## src/rtl/wb_arbiter.sv

```systemverilog
// -----------------------------------------------------------------------------
// wb_arbiter
//   Write-back merge stage feeding the register-file write port.
//   Results from the ALU (A, priority) and the load/mul unit (B) are merged
//   into a small in-order FIFO. One entry retires per cycle onto We/Wr/D.
//   Two combinational forwarding lookups expose pending values to decode.
//
// Ports
//   Clk, Clr               clock, synchronous active-high reset
//   A_Valid/A_Wr/A_D/A_Rdy ALU result handshake
//   B_Valid/B_Wr/B_D/B_Rdy load/mul result handshake
//   We, Wr, D              register-file write port (driven from FIFO head)
//   Ra, Rb                 forwarding lookup addresses
//   Fa_Hit/Fa_D, Fb_Hit/Fb_D  forwarding results (youngest pending match)
//   Count, Full, Empty     FIFO occupancy
//
// Handshake: a producer transfers when Valid and Rdy are both high at a rising
// edge of Clk; it holds Valid/Wr/D stable until Rdy. A_Rdy never looks at
// A_Valid; B_Rdy does, because an accepted A result consumes a slot first.
// -----------------------------------------------------------------------------
module wb_arbiter #(
  parameter int DEPTH = 4,
  parameter int WIDTH = 32,
  parameter int AW    = 5
) (
  input  logic                       Clk,
  input  logic                       Clr,
  input  logic                       A_Valid,
  input  logic [AW-1:0]              A_Wr,
  input  logic [WIDTH-1:0]           A_D,
  output logic                       A_Rdy,
  input  logic                       B_Valid,
  input  logic [AW-1:0]              B_Wr,
  input  logic [WIDTH-1:0]           B_D,
  output logic                       B_Rdy,
  output logic                       We,
  output logic [AW-1:0]              Wr,
  output logic [WIDTH-1:0]           D,
  input  logic [AW-1:0]              Ra,
  input  logic [AW-1:0]              Rb,
  output logic                       Fa_Hit,
  output logic [WIDTH-1:0]           Fa_D,
  output logic                       Fb_Hit,
  output logic [WIDTH-1:0]           Fb_D,
  output logic [$clog2(DEPTH+1)-1:0] Count,
  output logic                       Full,
  output logic                       Empty
);

  localparam int PW = $clog2(DEPTH);
  localparam int CW = $clog2(DEPTH + 1);
  localparam logic [CW:0] DEPTH_W = (CW + 1)'(DEPTH);

  logic [AW-1:0]    mem_wr [DEPTH];
  logic [WIDTH-1:0] mem_d  [DEPTH];
  logic [PW-1:0]    head;
  logic [PW-1:0]    tail;
  logic [CW-1:0]    count;

  logic             deq;
  logic [CW:0]      free;
  logic             enq_a;
  logic             enq_b;
  logic [PW-1:0]    tail_b;

  // Free space counts the slot being retired this cycle, so a full FIFO
  // still accepts one result per cycle.
  always_comb begin
    deq    = (count != '0);
    free   = DEPTH_W - {1'b0, count} + (CW + 1)'(deq);
    A_Rdy  = (free != '0);
    // Register 0 is never stored, so a Wr==0 transfer claims no slot.
    enq_a  = A_Valid & A_Rdy & (A_Wr != '0);
    B_Rdy  = (free >= ((CW + 1)'(enq_a) + (CW + 1)'(1)));
    enq_b  = B_Valid & B_Rdy & (B_Wr != '0);
    // A is older than B in the same cycle, so B lands behind it.
    tail_b = enq_a ? tail + PW'(1) : tail;
  end

  always_ff @(posedge Clk) begin
    if (Clr) begin
      head  <= '0;
      tail  <= '0;
      count <= '0;
    end else begin
      if (enq_a) begin
        mem_wr[tail] <= A_Wr;
        mem_d[tail]  <= A_D;
      end
      if (enq_b) begin
        mem_wr[tail_b] <= B_Wr;
        mem_d[tail_b]  <= B_D;
      end
      tail  <= tail + PW'(enq_a) + PW'(enq_b);
      head  <= head + PW'(deq);
      count <= count + CW'(enq_a) + CW'(enq_b) - CW'(deq);
    end
  end

  // Retire port: head entry whenever the FIFO is non-empty.
  always_comb begin
    We = deq;
    Wr = deq ? mem_wr[head] : '0;
    D  = deq ? mem_d[head]  : '0;
  end

  assign Count = count;
  assign Full  = (count == CW'(DEPTH));
  assign Empty = (count == '0);

  // Forwarding: walk entries from oldest (head) to youngest so the last
  // match found is the youngest. Only the first 'count' slots are live.
  always_comb begin
    logic [PW-1:0] idx;
    Fa_Hit = 1'b0;
    Fa_D   = '0;
    Fb_Hit = 1'b0;
    Fb_D   = '0;
    idx    = head;
    for (int i = 0; i < DEPTH; i++) begin
      idx = head + PW'(i);
      if (CW'(i) < count) begin
        if ((Ra != '0) && (mem_wr[idx] == Ra)) begin
          Fa_Hit = 1'b1;
          Fa_D   = mem_d[idx];
        end
        if ((Rb != '0) && (mem_wr[idx] == Rb)) begin
          Fb_Hit = 1'b1;
          Fb_D   = mem_d[idx];
        end
      end
    end
  end

endmodule

```

## config.mk

```make
export PLATFORM = sky130hd
export DESIGN_NAME = wb_arbiter
export DESIGN_NICKNAME = d
export VERILOG_FILES = /design/src/rtl/wb_arbiter.sv
export SDC_FILE = /design/constraint.sdc
export NUM_CORES = 1
export LEC_CHECK = 0
export CAP_MARGIN = 5
export CORE_MARGIN = 2
export CORE_UTILIZATION = 40
export CTS_BUF_LIST = sky130_fd_sc_hd__clkbuf_2 sky130_fd_sc_hd__clkbuf_4 sky130_fd_sc_hd__clkbuf_8
export CTS_CLUSTER_SIZE = 30
export DETAILED_ROUTE_END_ITERATION = 12
export DONT_BUFFER_PORTS = 1
export PLACE_DENSITY = 0.62
export SYNTH_ARGS = -nofsm -noshare
export SYNTH_HDL_FRONTEND = slang
export SYNTH_SLANG_ARGS = --single-unit
```

## constraint.sdc

```tcl
create_clock -name Clk -period 4.5 [get_ports Clk]
set_input_delay 0.675 -clock Clk [delete_from_list [all_inputs] [get_ports Clk]]
set_output_delay 0.675 -clock Clk [all_outputs]
set_load 0.1 [all_outputs]
```

# After elaboration in Yosys (flattened, before gate mapping)
# Memory sizes are Yosys's and may differ from the RTL's. A register that Yosys moved wholly into a read port is not among the register bits.
# Cells that the tools add are included.
# totals
mem_bits_ro,0
ff_bits,7
memories,2
word_cells,94
latch_bits,0
mem_bits_rw,148
in_bits,88
# op_classes
n_mux,43
multipliers,0
order_cmp,5
eq_ne,9
addsub,13
reduce_logical,15
div,0
n_bitwise,4
shifts,0
# mem_list
name,depth,word_bits,rd,rd_clocked_by_memory_dff,wr,line_no,text
mem_d,4,32,4,1,2,55,logic [WIDTH-1:0] mem_d [DEPTH];
mem_wr,4,5,4,1,2,54,logic [AW-1:0] mem_wr [DEPTH];
# ops
operator,count
$mux W32,17
$eq A5 B5 Y1,8
$mux W1,22
$reduce_bool A5 Y1,4
$logic_and A1 B1 Y1,8
$add A2 B1 Y2,3
$add A3 B1 Y3,2
$lt A1 B3 Y1 const A,2
$lt A2 B3 Y1 const A,2
$mux W2,3
$mux W5,1
$add A2 B1 Y2 const B,2
$add A2 B2 Y2 const B,2
$add A4 B1 Y4,1
$and A1 B1 Y1,4
$ge A4 B2 Y1,1
$reduce_bool A4 Y1,1
$sub A3 B3 Y4 const A,1
$eq A3 B3 Y1 const B,1
$logic_not A3 Y1,1
$reduce_bool A3 Y1,1
$sub A3 B1 Y3,1
$add A1 B1 Y2 const B,1

# Logic depth before layout (Yosys ltp)
# Gate-level depths: netlist of run 1.
# logic_depth
ltp_word,12
mapped_depth,19
depth_no_buf,18

# Worst setup path before layout of run 1
# Ideal clock, no wire load.
# synth_path
kind,register to register
startpoint,"register count[1], in the netlist Count[1]"
endpoint,"memory mem_d[2][0], enable pin"
setup_slack_ps,-3156
path_stages_with_launch,20
synth_period_minus_slack_ps,7656
setup_time_ps,393
required_time_ps,4107
arrival_ps,7263
cell_sequence,dfxtp_1 -> nor3_1 -> clkbuf_1 -> ha_1 -> inv_1 -> ha_1 -> nand4b_1 -> o21ai_0 -> nand3b_1 -> o211ai_2 -> ha_1 -> nand2b_1 -> a21oi_1 -> nand2_1 -> o211ai_1 -> nor2_1 -> a21boi_0 -> buf_2 -> buf_2 -> a21o_1
# synth_rtl
element,line_no,text
from (decl),58,logic [CW-1:0] count;
from (signal assigned),96,count <= count + CW'(enq_a) + CW'(enq_b) - CW'(deq);
to (decl),55,

# Worst setup path in the final report of run 1
# layout_path
startpoint,register head[0]
endpoint,output port Fa_D[31]
# layout_between
elab_chain_cells,10
# layout_rtl
element,line_no,text
from (decl),56,logic [PW-1:0] head;
from (signal assigned),95,head <= head + PW'(deq);
$add A2 B1 Y2,121,idx = head + PW'(i);
$mem_v2 Z4 W5,--,
$eq A5 B5 Y1,123,if ((Ra != '0) && (mem_wr[idx] == Ra)) begin
$logic_and A1 B1 Y1,123,
$mux W32,123,
$mux W32,122,if (CW'(i) < count) begin
$mux W32,123,
$mux W32,122,
$mux W32,123,
$mux W32 *,122,
to (decl),42,"output logic [WIDTH-1:0] Fa_D,"
# Every way passes the cells marked *; elsewhere a longest branch is shown, timed or not.

==> results of run 1 <==
-- power by group --
group,switching [mW],internal [mW],total (mW)
combinational,6.37,2.79,9.16
clock,0.640,0.415,1.05
sequential,0.247,1.97,2.22
-- Yosys cell counts (all sizes together) (2+ instances only) --
master	instances
mux2	222
edfxtp	148
nor2	142
nand2	135
mux2i	118
a21oi	99
buf	68
clkbuf	54
nor3	46
nor2b	40
o21ai	38
nor4	35
and2	32
o211a	32
o31ai	32
o31a	30
xnor2	24
xor2	19
inv	16
ha	13
mux4	9
dfxtp	7
nand3	5
o211ai	5
a21o	3
fa	3
nand2b	3
or4	3
a21boi	2
a31oi	2
nand3b	2
nand4	2
-- final timing paths --
kind / from / endpoint / depth (start not counted)
hold reg to reg: tail[1] / tail[1] / 2
hold / removal: Clr / head[0] / 1
setup / recovery: head[0] / Fa_D[31] / 8
setup reg to reg: Count[1] / mem_d[0][24] / 17
-- state kept, by name, summed over array words and instances (netlist names) --
name	cells
head	2
mem_d	128
mem_wr	20
tail	2
Count	3
-- per-layer routing --
metal | track usage, % | up-vias
met5 | 0 | -
met4 | 6.82 | 0
met1 | 30.1 | 5644
met2 | 40.2 | 459
met3 | 5.51 | 59
li1 | - | 5202
-- kinds of logic (layout without fill, tap and decap cells) --
logic type               Yosys count  count (layout)  synth area share [%]
adder cells (fa/ha/maj)           16              16                  1.63
XOR/XNOR                          43              43                  2.76
multiplexers                     349             349                  28.7
AO/OA/AOI/OAI                    247             247                  13.2
AND/OR/NAND/NOR                  448             449                  15.2
buffers and inverters            138             182                  4.98
flip-flops                       155             155                  33.5
-- layout make-up --
class	count	area share (%)
inverter	16	0.373
tap	448	3.34
timing repair buffer	134	11.8
clock inverter	15	0.873
clock buffer	17	1.40
multi-input combinational	1104	54.7
sequential	155	27.4
-- worst register-to-register path, stage by stage (launching register included) --
cell	delay [ns]
dfxtp_4	0.58
nor3_4	0.09
ha_4	0.17
inv_2	0.04
ha_2	0.19
nand4b_1	0.15
o21ai_4	0.14
nand3b_1	0.17
o211ai_4	0.19
ha_1	0.30
nand2b_4	0.14
a21oi_4	0.18
nand2_8	0.06
o211ai_1	0.23
nor2_2	0.18
o21ai_4	0.41
buf_4	0.35
mux2_2	0.37
-- what timing repair did --
action,in CTS,in global routing
resized for setup,4,5
gates cloned,0,1
pin swaps,0,2
setup endpoints to repair,55,104
endpoints found under the hold margin,0,0
setup buffers,0,4
-- stage by stage --
step	instance area (µm²)	setup WS, ns	std cells	setup TNS, ns	hold slack, ns
after CTS	16700	0.0280	1884	0	0.239
after global routing	16800	0.0194	1889	0	0.245
after global placement	16300	0.289	1852	0	0.623
after detailed placement	16300	0.180	1852	0	0.622
final	16800	0.112	1889	0	0.263
after floorplan	13900	-0.428	1396	-99.65	0.574
==> summary.md, run 1 <==
| Metric | Value |
|---|---|
| Die Ht | `189 µm` |
| Num ports | `199` |
| CP Class | `reg -> out` |
| Worst-Margin Slew | `1.08 ns` |
| Crit end category | `output port` |
| Most frequent cells in the layout | `mux2_2 (209), edfxtp_1 (148), nand2_1 (131)` |
| Metal3 WL | `3530 µm` |
| #FFs+latches synth | `155` |
| Area delta synth->final | `22.7%` |
| Syn. warnings | `0` |
| Hold-fix buffers, CTS | `0` |
| Most common cell after layout, fill and taps aside | `mux2_2` |
| Worst-path cell chain | `mux4_2 > xnor2_1 > nand2_2 > buf_4 > nor4_1 > a21oi_1 > a211oi_4 > buf_12` |
| CP Launch Type | `register` |
| Synth top area cells | `edfxtp_1 (33%), mux2_2 (17%), mux2i_1 (8.3%)` |
| Largest net degree at the start of global routing | `106` |
| Vias after detailed routing | `11400` |
| GR Overflow Total | `0` |
| RePlAce Congestion | `0.858` |
| Initial drt markers | `921` |
| CP arrival | `3.71 ns` |
| Gr usage total | `23.7%` |
| Multi-input logic area | `9180 µm²` |
| FF-to-FF setup slack | `0.31 ns` |
| Clock transition at path regs | `0.10 ns` |
| Sequential-to-total area share from yosys stat | `33.5%` |
| Max Cap Violations | `0` |
| Status | `completed` |
| WP buf/inv | `2` |
| Reg area | `4600 µm²` |
| Fin nets | `1532` |
| CP max-delay cell | `mux4_2` |
| Top FF cell, synth | `edfxtp_1` |
| CTS tree | `done` |
| Post-DRT Antenna Nets | `0` |
| First-pass GRT wire length | `65400 µm` |
| Synth unique cells | `53` |
| Pwr/cell area | `741 nW/µm²` |
| Met2 routed WL | `21000 µm` |
| Root Driver | `clkbuf_8` |
| Final period util | `97.5%` |
| Total power | `12.4 mW` |
| Ant diodes | `0` |
| # setup viols final | `0` |
| Port Buf Inserts | `0` |
| Peak VDD IR | `587 µV` |
| CTS Buf Count | `17` |
| Max-slew violations | `0` |
| Clock sinks | `155` |
| RSZ-0062 raised after global routing | `false` |
| FP Rows | `67` |
| CP peak stage delay | `0.61 ns` |
| Mapped Area | `13700 µm²` |
| Clock Skew | `0.0161 ns` |
| Synth area leader | `edfxtp_1` |
| Final core occ | `49.9%` |
| P_leak | `5.60 nW` |
| Hold/Removal Path Class | `in -> reg` |
| Top Metal Used | `met4` |
| Net Count, Synth | `1500` |
| Via/cell ratio | `6.02` |
| Met1 Routed Length | `18200 µm` |
| Total core area | `33600 µm²` |
| DP Wirelength | `29100 µm` |
| Clk_lat worst skew | `0.47 ns` |
| Final hold vios | `0` |
| H-tree levels | `4` |
| Starting Density | `40.7%` |
| Achievable Freq | `228 MHz` |
| CP delay by family, top | `simple AND/OR/NAND/NOR gates` |
| Worst slew margin | `28.0%` |
| DR WL/cell | `23.1 µm` |
| CP Data Required Time | `3.83 ns` |
| Initial antenna violation count | `0` |
| First-pass DRT Iterations | `5` |
| Ys async rst share | `0%` |
| Share of cells above drive strength 1 | `36.5%` |
| Syn Area/Cell | `9.79 µm²` |
| Fill cells | `2977` |
| Post-synth EDFFs | `148` |
| Fin crit period | `4.39 ns` |
| Die width | `189 µm` |
| Number of remaining DRC errors | `0` |
| Synthesized instance count | `1396` |
| Vias in the first global route | `11200` |
| Full die area | `35700 µm²` |
| Max Root-Sink Buffers | `2` |
| CP Max Fanout | `18` |
| Top-area cell type share of the netlist area | `32.5%` |
| Routed WL | `43700 µm` |
Power figures use the tool's default switching activity.
==> inputs of run 2 (changes only) <==
- CTS_BUF_LIST: sky130_fd_sc_hd__clkbuf_2 sky130_fd_sc_hd__clkbuf_4 sky130_fd_sc_hd__clkbuf_8 -> sky130_fd_sc_hd__clkbuf_16
==> summary.md, run 2 (synthesis results as in run 1) <==
| Metric | Value |
|---|---|
| Status | `completed` |
| Max Cap Violations | `0 (unchanged)` |
| Peak VDD IR | `588 µV (+0.10%)` |
| Achievable Freq | `228 MHz (about the same)` |
| CP Launch Type | `register` |
| FF-to-FF setup slack | `0.31 ns (about the same)` |
| Post-DRT Antenna Nets | `0 (unchanged)` |
| CP arrival | `3.71 ns (about the same)` |
| Reg area | `4600 µm² (unchanged)` |
| Multi-input logic area | `9170 µm² (-0.11%)` |
| CTS Buf Count | `17 (unchanged)` |
| Crit end category | `output port` |
| CTS tree | `done` |
| Worst Reg-to-Reg Cells | `17 (unchanged)` |
| Most frequent cells in the layout | `mux2_2 (209), edfxtp_1 (148), nand2_1 (131)` |
| DP Wirelength | `29100 µm (unchanged)` |
| R2r startpoint | `Count[1]` |
| Fin crit period | `4.39 ns (+0.000502 ns)` |
| Fin nets | `1531 (-0.065%)` |
| Clk_lat worst skew | `0.44 ns (-0.03 ns)` |
| Clock transition at path regs | `0.07 ns (-0.03 ns)` |
| Max-slew violations | `0 (unchanged)` |
| CP Data Required Time | `3.83 ns (about the same)` |
| GR Overflow Total | `0 (unchanged)` |
| R2r endpoint | `mem_d[3][3]` |
| Number of remaining DRC errors | `0 (unchanged)` |
| Final core occ | `50.4% (+0.53 points)` |
| Max Root-Sink Buffers | `2 (unchanged)` |
| Initial drt markers | `880 (-4.5%)` |
| Die width | `189 µm (unchanged)` |
| First-pass DRT Iterations | `5 (unchanged)` |
| Pwr/cell area | `753 nW/µm² (+1.5%)` |
| Ant diodes | `0 (unchanged)` |
| Share of cells above drive strength 1 | `36.4% (-0.11 points)` |
| Most common cell after layout, fill and taps aside | `mux2_2` |
| Clock sinks | `155 (unchanged)` |
| Reg with most FFs | `mem_d` |
| Routed WL | `42900 µm (-1.7%)` |
| Full die area | `35700 µm² (unchanged)` |
| Root Driver | `clkbuf_16` |
| Non-Filler Instances | `1888 (-0.053%)` |
| CP Max Fanout | `65 (+47)` |
| Vias after detailed routing | `11300 (-0.52%)` |
| Port Buf Inserts | `0 (unchanged)` |
| Clock Skew | `0.0158 ns (-0.000237 ns)` |
| RSZ-0062 raised after global routing | `false` |
| Sum Neg Setup Slack | `0 ns (unchanged)` |
| First-pass GRT wire length | `65300 µm (-0.21%)` |
| Fill cells | `2952 (-0.84%)` |
| Hold Path Sink | `Count[1]` |
| Crit path launch | `head[1]` |
| P_leak | `5.70 nW (+1.7%)` |
| Hold path startpoint | `Clr` |
| H-tree levels | `4 (unchanged)` |
| Worst slew margin | `27.9% (-0.13 points)` |
| Placed insts | `1852 (unchanged)` |
| Worst hold slack | `0.289 ns (+0.0261 ns)` |
| Initial antenna violation count | `1 (+1)` |
| Die Ht | `189 µm (unchanged)` |
| Max FFs per register | `128 (unchanged)` |
| Via/cell ratio | `5.99 (-0.47%)` |
| CP Class | `reg -> out` |
| Final hold vios | `0 (unchanged)` |
| DR WL/cell | `22.7 µm (-1.7%)` |
| Hold path depth | `1 (unchanged)` |
| Largest net degree at the start of global routing | `106 (unchanged)` |
| RePlAce Congestion | `0.858 (unchanged)` |
| Starting Density | `40.7% (unchanged)` |
| Gr usage total | `23.8% (+0.072 points)` |
| Final period util | `97.5% (about the same)` |
| Total core area | `33600 µm² (unchanged)` |
| # setup viols final | `0 (unchanged)` |
| Area delta synth->final | `24.0%` |
| Num ports | `199 (unchanged)` |
| Worst-Margin Slew | `1.08 ns (+0.00192 ns)` |
| Vias in the first global route | `11300 (+0.52%)` |
| Hold/Removal Path Class | `in -> reg` |
| FP Rows | `67 (unchanged)` |
## run 2: cell types whose count changed in the layout (fill, tap and decap cells not counted), sizes merged
| cell | before | now |
|---|---|---|
| or4 | 4 | 3 |
## run 2: timing repair
item                                    CTS  global route
pin swaps                                 0             1
resized for setup                         3             2
hold buffers                              0             0
buffers inserted                          0             4
endpoints found under the setup margin   54            90
## run 2: per-stage QoR
step	power [mW]	worst slack [ns]	cell area, µm²
global placement	11.2	0.289	16300
CTS	12.7	0.0487	16900
floorplan	8.94	-0.428	13900
detailed placement	11.3	0.180	16300
global route	13.3	0.00511	16900
finish	12.8	0.112	16900
## run 2: worst max path at each step
stage | endpoint | slack, ns | cells after the start
after floorplan | mem_d[2][0] | -0.43 | 19
after global placement | mem_d[3][7] | 0.29 | 17
after detailed placement | mem_d[2][19] | 0.18 | 17
after CTS | Fb_D[31] | 0.05 | 9
after global routing | Fb_D[16] | 0.005 | 8
final | Fb_D[14] | 0.11 | 8
## run 2: power breakdown
group	total, mW	internal [mW]	switching [mW]
combinational	9.10	2.78	6.32
sequential	2.24	1.98	0.262
clock	1.42	0.739	0.681
## run 2: layout make-up
type                    instances  share of cell area [%]
clock buffers                  17                    2.51
clock inverters                15                   0.864
inverters                      16                   0.369
multi-input cells            1103                    54.1
flip-flops and latches        155                    27.2
well taps                     448                    3.31
repair buffers                134                    11.7
## run 2: worst max-delay path: stages, from the launching register on
cell and delay, ns:
dfxtp_4 0.64, mux2_2 0.43, mux2i_2 0.22, xor2_1 0.20, nand2_1 0.10, or4_4 0.78
o211a_1 0.31, o31ai_4 0.30, buf_12 0.21
## run 2: layer usage
metal / vias to the layer above / track usage (%) / share of wire [%]
met5: - / 0 / 0.030
met4: 2 / 8.05 / 3.0
met3: 80 / 6.43 / 8.3
met2: 473 / 39.4 / 48
met1: 5547 / 29.9 / 41
li1: 5203 / - / -
==> inputs of run 3 (changes only) <==
- ABC_CLOCK_PERIOD_IN_PS: default -> 4500
==> results of run 3 <==
Same layout as run 2: the final DEF is identical, and so are final timing and power.
